### config.mk
export PLATFORM = sky130hd
export DESIGN_NAME = regfile_write_scheduler
export DESIGN_NICKNAME = d
export VERILOG_FILES = /design/src/rtl/regfile_pkg.sv /design/src/rtl/rr_arbiter2.sv /design/src/rtl/regfile_write_scheduler.sv
export SDC_FILE = /design/constraint.sdc
export NUM_CORES = 1
export LEC_CHECK = 0
export BUFFER_PORTS_ARGS = -buffer_cell sky130_fd_sc_hd__buf_4
export CAP_MARGIN = 20
export CORE_MARGIN = 2
export CORE_UTILIZATION = 30
export DETAILED_ROUTE_END_ITERATION = 8
export PLACE_DENSITY_LB_ADDON = 0.15
export RECOVER_POWER = 100
export SLEW_MARGIN = 20
export SYNTH_ARGS = -nofsm -noshare
export SYNTH_HDL_FRONTEND = slang
export SYNTH_HIERARCHICAL = 1
export SYNTH_SLANG_ARGS = --single-unit
export TNS_END_PERCENT = 1
### constraint.sdc
create_clock -name clk -period 2.2 [get_ports clk]
set_input_delay 0.33 -clock clk [delete_from_list [all_inputs] [get_ports clk]]
set_output_delay 0.33 -clock clk [all_outputs]
set_load 0.02 [all_outputs]
### src/rtl/regfile_pkg.sv
// Shared constants for the register-file writeback path: geometry, requester
// encoding and well-known register indices.
package regfile_pkg;

  localparam int unsigned NUM_REGS = 16;
  localparam int unsigned ADDR_W   = 4;
  localparam int unsigned DATA_W   = 32;
  localparam int unsigned CNT_W    = 2;

  localparam logic REQ_ALU = 1'b0;
  localparam logic REQ_MEM = 1'b1;

  localparam logic [ADDR_W-1:0] R15_PC = 4'd15;

endpackage

### src/rtl/rr_arbiter2.sv
// Two-requester round-robin arbiter with a global hold; the grant is purely
// combinational and the last winner is remembered only when something is granted.
module rr_arbiter2
  import regfile_pkg::*;
(
  input  logic       clk,
  input  logic       clr,
  input  logic [1:0] req,
  input  logic       hold,
  output logic [1:0] grant,
  output logic       grant_idx
);

  logic last_q, last_d;

  always_comb begin
    grant     = 2'b00;
    grant_idx = REQ_ALU;
    if (clr && !hold && (req != 2'b00)) begin
      // On a tie the requester that lost last time wins.
      grant_idx        = (req == 2'b11) ? ~last_q : req[1];
      grant[grant_idx] = 1'b1;
    end
    last_d = (grant != 2'b00) ? grant_idx : last_q;
  end

  always_ff @(posedge clk) begin
    if (!clr) begin
      last_q <= REQ_MEM;
    end else begin
      last_q <= last_d;
    end
  end

endmodule

### src/rtl/regfile_write_scheduler.sv
// Shares the register-file write port between ALU and load writeback and tracks
// pending writes per register so decode can detect read-after-write hazards.
module regfile_write_scheduler #(
  parameter int unsigned DATA_W = 32,
  parameter int unsigned ADDR_W = 4,
  parameter int unsigned CNT_W  = 2
) (
  input  logic              clk,
  input  logic              clr,
  input  logic              alu_valid,
  output logic              alu_ready,
  input  logic [ADDR_W-1:0] alu_rd,
  input  logic [DATA_W-1:0] alu_data,
  input  logic              mem_valid,
  output logic              mem_ready,
  input  logic [ADDR_W-1:0] mem_rd,
  input  logic [DATA_W-1:0] mem_data,
  input  logic              hold,
  input  logic              rsv_en,
  input  logic [ADDR_W-1:0] rsv_rd,
  output logic              rsv_ready,
  input  logic [ADDR_W-1:0] q_ra,
  input  logic [ADDR_W-1:0] q_rb,
  output logic              haz_a,
  output logic              haz_b,
  output logic [DATA_W-1:0] rf_I,
  output logic [ADDR_W-1:0] rf_Rc,
  output logic              rf_LE,
  output logic              err_underflow
);
  import regfile_pkg::*;

  localparam int unsigned       NumRegs = 2 ** ADDR_W;
  localparam logic [CNT_W-1:0]  CntMax  = '1;

  logic [1:0] grant;
  logic       grant_idx;

  rr_arbiter2 u_arb (
    .clk       (clk),
    .clr       (clr),
    .req       ({mem_valid, alu_valid}),
    .hold      (hold),
    .grant     (grant),
    .grant_idx (grant_idx)
  );

  assign alu_ready = grant[REQ_ALU];
  assign mem_ready = grant[REQ_MEM];

  // Output register feeding the register file write port.
  logic              le_q, le_d;
  logic [ADDR_W-1:0] rc_q, rc_d;
  logic [DATA_W-1:0] i_q, i_d;

  always_comb begin
    le_d = 1'b1;
    rc_d = rc_q;
    i_d  = i_q;
    if (grant != 2'b00) begin
      le_d = 1'b0;
      rc_d = (grant_idx == REQ_MEM) ? mem_rd : alu_rd;
      i_d  = (grant_idx == REQ_MEM) ? mem_data : alu_data;
    end
  end

  always_ff @(posedge clk) begin
    if (!clr) begin
      le_q <= 1'b1;
      rc_q <= '0;
      i_q  <= '0;
    end else begin
      le_q <= le_d;
      rc_q <= rc_d;
      i_q  <= i_d;
    end
  end

  assign rf_LE = le_q;
  assign rf_Rc = rc_q;
  assign rf_I  = i_q;

  // Pending-write scoreboard; a commit is the cycle the register file is loading.
  logic [CNT_W-1:0]   cnt_q [NumRegs];
  logic [CNT_W-1:0]   cnt_d [NumRegs];
  logic [NumRegs-1:0] inc_vec, dec_vec;
  logic               rsv_acc;
  logic               err_q, err_d;

  assign rsv_ready = (cnt_q[rsv_rd] != CntMax);
  assign rsv_acc   = rsv_en & rsv_ready;
  assign inc_vec   = rsv_acc ? (NumRegs'(1) << rsv_rd) : '0;
  assign dec_vec   = !le_q ? (NumRegs'(1) << rc_q) : '0;

  always_comb begin
    cnt_d = cnt_q;
    err_d = err_q;
    for (int r = 0; r < NumRegs; r++) begin
      if (dec_vec[r] && (cnt_q[r] == '0)) err_d = 1'b1;
      if (inc_vec[r] && !dec_vec[r]) begin
        cnt_d[r] = cnt_q[r] + 1'b1;
      end else if (dec_vec[r] && !inc_vec[r] && (cnt_q[r] != '0)) begin
        cnt_d[r] = cnt_q[r] - 1'b1;
      end
    end
  end

  always_ff @(posedge clk) begin
    if (!clr) begin
      for (int r = 0; r < NumRegs; r++) cnt_q[r] <= '0;
      err_q <= 1'b0;
    end else begin
      for (int r = 0; r < NumRegs; r++) cnt_q[r] <= cnt_d[r];
      err_q <= err_d;
    end
  end

  assign haz_a         = (cnt_q[q_ra] != '0);
  assign haz_b         = (cnt_q[q_rb] != '0);
  assign err_underflow = err_q;

endmodule

Yosys cells after proc, flatten, opt, wreduce, memory -nomap -nowiden
Index checks and enable logic that the tools add are counted.
{ "classes": {"addsub": 32, "n_mul": 0, "div": 0, "magnitude_cmp": 5, "eq_ne": 2, "shift": 2, "n_mux": 67, "bitwise_logic": 5, "reduce_logical": 153} }
{ "ops": {"columns": ["cell", "count"], "rows": [
  ["$mux 2", 39],
  ["$reduce_bool 2->1", 36],
  ["$logic_and 1x1->1", 67],
  ["$logic_not 1->1", 33],
  ["$add 2x1->2 const B", 16],
  ["$logic_not 2->1", 16],
  ["$mux 16", 2],
  ["$mux 32", 1],
  ["$shl 1x4->16 const A", 2],
  ["$sub 2x1->2 const B", 16],
  ["$bmux 2 s4", 3],
  ["$mux 1", 20],
  ["$reduce_bool 16->1", 1],
  ["$ge 5x5->1 const B", 3],
  ["$not 4->5", 3],
  ["$mux 4", 1],
  ["$eq 2x2->1 const B", 1],
  ["$lt 1x2->1 const B", 1],
  ["$ne 2x2->1 const B", 1],
  ["$and 1x1->1", 1],
  ["$demux 1 s1", 1],
  ["$ge 1x1->1 const B", 1],
  ["$not 1->1", 1]
]} }
{ "totals": {"reg_bits": 71, "latch_bits": 0, "ram_bits": 0, "mem_bits_ro": 0, "input_bits": 90, "output_inout_bits": 43, "mem_count": 0} }

Depth between registers and ports, before layout
{ "logic_depth": {"depth_word": 19, "ltp_mapped": 7, "mapped_depth_nobuf": 5} }

Hierarchy
Netlist, hierarchy kept.
{ "modules_own_cells": {"columns": ["mod", "n_inst", "cells_per_inst", "area_per_inst_um2"], "rows": [
  ["regfile_write_scheduler", 1, 432, 3857.4],
  ["rr_arbiter2", 1, 10, 85.1]
]} }

Worst setup path after synthesis
Ideal clock, no wire load.
{ "synth_path": {"path_kind": "input to output", "start": "input port rsv_rd[1]", "end": "output port rsv_ready", "t_arrival_ps": 1562, "required_ps": 1870, "slack_ps": 308, "path_stages": 3, "path_buffers": 1, "cell_sequence": "buf_2 > mux4_2 > mux4_2"} }
{ "synth_via": {"elab_chain_len": 5} }
{ "synth_lines": {"columns": ["element", "line_no", "text"], "rows": [
  ["from (decl)", "regfile_write_scheduler.sv:20", "input logic [ADDR_W-1:0] rsv_rd,"],
  ["$not 4->5 (implied by the code)", "regfile_write_scheduler.sv:90", "assign rsv_ready = (cnt_q[rsv_rd] != CntMax);"],
  ["$bmux 2 s4", "regfile_write_scheduler.sv:90", null],
  ["$mux 2 (implied by the code) (2 in a row)", "regfile_write_scheduler.sv:90", null],
  ["$ne 2x2->1", "regfile_write_scheduler.sv:90", null],
  ["to (decl)", "regfile_write_scheduler.sv:21", "output logic rsv_ready,"]
]} }
No other way between the ends. The select of a mux whose other input is x is not followed.

Worst setup path in the final report
{ "layout_path": {"start": "register cnt_q[5] (netlist name)", "end": "output port rsv_ready"} }
{ "layout_via": {"elab_chain_len": 4} }
{ "layout_lines": {"columns": ["element", "line_no", "text"], "rows": [
  ["from (decl)", "regfile_write_scheduler.sv:84", "logic [CNT_W-1:0] cnt_q [NumRegs];"],
  ["$bmux 2 s4", "regfile_write_scheduler.sv:90", null],
  ["$mux 2 (implied by the code) (2 in a row)", "regfile_write_scheduler.sv:90", null],
  ["$ne 2x2->1", "regfile_write_scheduler.sv:90", null]
]} }
No other way between the ends. The select of a mux whose other input is x is not followed.

==> flow_summary.toml <==
[outcome]
outcome = "complete, but fails checks"
violations = "negative setup slack"

[drt]
avgRoutedWirePerCell_microns = 15.7
vias_per_cell = 5.15
vias = 3993
wl_microns = 12200
drc = 0
dr.first_iter.drc_count = 177
firstDrtPassIters = 4
antenna_left = 0

[setup_path]
end_kind = "primary output"
rrSetupSlack_ns = 0.19
cpMaxStageDelayCell = "mux4_2"
cp.depth = 4
crit_buf_inv = 1
crit_top_cell = "mux4_2"
r2r_cells = 5
cp_max_fo = 3
cp.arrival_ns = 1.90
worstPathCellList = "nand2_2 -> mux4_2 -> mux4_2 -> buf_6"
timing.rr.start = "rf_Rc[1]"
crit_type = "reg2out"
critPathMaxStageDelay_ns = 0.51
required_ns = 1.87
cp-endpoint = "rsv_ready"
reg2reg_to = "err_underflow"
cp-startpoint = "cnt_q[5]"
cp-start-kind = "flop"
path_delay_family = "multiplexers"

[timing]
layout_setup_ws_ns = -0.0303
fmax_mhz = 448
min_period_ns = 2.23
finClkSkew_ns = 0.00587
rsz0062_at_grt = "yes"
hold_slack_ns = 0.218
tightest_slew_ns = 0.647
hold_viol = 0
drv_slew = 0
slew_headroom_pct = 56.9
setup_violations = 3
period_share_pct = 101

[clock_network]
clk_path_buf_depth = 2
cts_tree = "done"
clk_pin_slew_worst_paths_ns = 0.06
cts.sinks = 71
cts_max_level = 3
clock_latency_ns = 0.34
numCtsBuffers = 9
cts_root_buf = "clkbuf_16"

[cells_and_area]
syn2layout_area_growth_pct = 43.1
drive_gt1_share_pct = 37.7
antennaDiodeCount = 0
finalNonFillerCells = 776
mostFrequentLayoutCells = "buf_4 (127), o21ai_0 (53), nand2_1 (43)"
final_common_cell = "buf_4"
nNetsFinal = 689

[synth]
syn_area_sq_um = 3940
yosysTopAreaCell = "dfxtp_1"
ys_ff_latch = 71
syn-mean-instance-area_sq_um = 8.92
syn_inst = 442
synth-main-ff-cell = "dfxtp_1"
synth_enable_flop_cells = 0
ys_seq_area_share_pct = 36.1
synth_nets = 532
yosys_warnings = 6
yosysTopAreaCellShare_pct = 36.1
yosys-top-cells-area = "dfxtp_1 (36%), mux2i_1 (9.1%), mux4_2 (8.6%), nand2_1 (5.5%), o21ai_0 (5.3%)"
synth.distinct_cells = 42
async_flop_share_pct = 0

[floorplan]
die_w_microns = 119
start_util_pct = 31.0
core_sq_um = 12700
fp-row-count = 41
io_pins = 133
die-area_sq_um = 14100
die_h_microns = 119

[job]
cap_violations = 0

[global_route]
grt_overflow_total = 0
track_usage_pct = 17.6
grt_pass1_wl_microns = 19700
grt_antenna_before_repair = 0
grt_pass1_vias = 3858
grt_max_degree = 38

[placement]
gp_congestion = 0.842
dp_cells = 731
dp_hpwl_microns = 9140
io_buffers = 132

[pwr]
max-vdd-ir-drop_mv = 0.308
p_per_area_nw_per_um2 = 569
p_leak_nw = 2.06

[hold_path]
hp-class = "in2reg"
-- synthesized netlist by cell type (3+ instances only) --
master and number:
mux2i_1 36, o21ai_0 42, o2111a_1 11, a311oi_1 12, nand2_1 58, a21oi_1 19
and3_1 6, buf_4 3, o21ai_1 11, buf_2 6, a211oi_1 17, clkbuf_1 12
nand3_1 5, nor2_1 20, nor4_1 7, buf_1 3, nor2b_1 4, mux4_2 15
nor3b_1 3, nor3_1 20, nand2b_1 20, o21a_1 16, dfxtp_1 71, a31oi_1 4
-- logic make-up (layout without fill, tap and decap cells) --
kind of cell | after synthesis | count (layout) | synth area share (%)
mux | 52 | 52 | 18.0
flops | 71 | 71 | 36.1
buf+inv | 29 | 191 | 3.62
simple gates | 154 | 154 | 19.6
compound gates | 136 | 136 | 22.7
-- report_power, final --
part	internal [mW]	switching (mW)	total, mW
clock	0.827	0.571	1.40
sequential	1.31	0.0384	1.35
combinational	0.219	0.244	0.463
total	2.36	0.853	3.21
-- worst min-delay path by stage --
stage               startpoint      endpoint  slack (ns)  depth (start not counted)
global route         alu_valid  u_arb/last_q        0.23                          2
finish               alu_valid  u_arb/last_q        0.22                          2
floorplan            alu_valid  u_arb/last_q        0.45                          1
global placement      rf_I[13]      rf_I[13]        0.44                          2
CTS                  alu_valid  u_arb/last_q        0.21                          2
detailed placement    rf_I[30]      rf_I[30]        0.44                          2
-- layer usage --
layer	vias up	global-route usage (%)	routed length [microns]
met5	-	0	0
li1	1979	-	-
met1	1844	22.3	5330
met2	154	27.9	5560
met3	16	5.41	1070
met4	0	7.14	209
-- cell type report --
type	instances	area (sq um)
clock buffers	12	256
clock inverters	4	30.0
fillers	1340	7080
inverters	3	11.3
multi-input cells	342	2470
flip-flops and latches	71	1510
well taps	172	215
repair buffers	172	1150
-- worst reg2reg max path, cell delays in order (launching register included) --
cell and delay, ns:
dfxtp_1 0.51, or3_1 0.44, nor4_1 0.10, or4_1 0.54, nor3_1 0.20, a31oi_1 0.11
-- state kept, by name, summed over array words and instances, names as in the netlist --
register	cells
cnt_q	32
err_underflow	1
rf_I	32
rf_LE	1
rf_Rc	4
u_arb/last_q	1
-- stage by stage --
step | instance area, sq um | power [mW] | util [%] | setup TNS, ns | setup slack [ns]
global placement | 5120 | 1.89 | 40.3 | 0 | 0.210
finish | 5640 | 3.21 | 44.3 | -0.0558 | -0.0303
floorplan | 3940 | 1.63 | - | 0 | 0.308
detailed placement | 5120 | 1.89 | 40.3 | 0 | 0.202
global route | 5640 | 3.37 | 44.3 | -0.223 | -0.0784
CTS | 5770 | 3.30 | 45.3 | -0.0727 | -0.0293
-- what timing repair did --
action,4_1_cts,5_1_grt
hold buffers,0,0
gates resized for setup,77,11
pin swaps,1,1
endpoints found under the setup margin,3,3
buffers inserted,27,2
No activity file was read; power rests on OpenSTA's default activity.
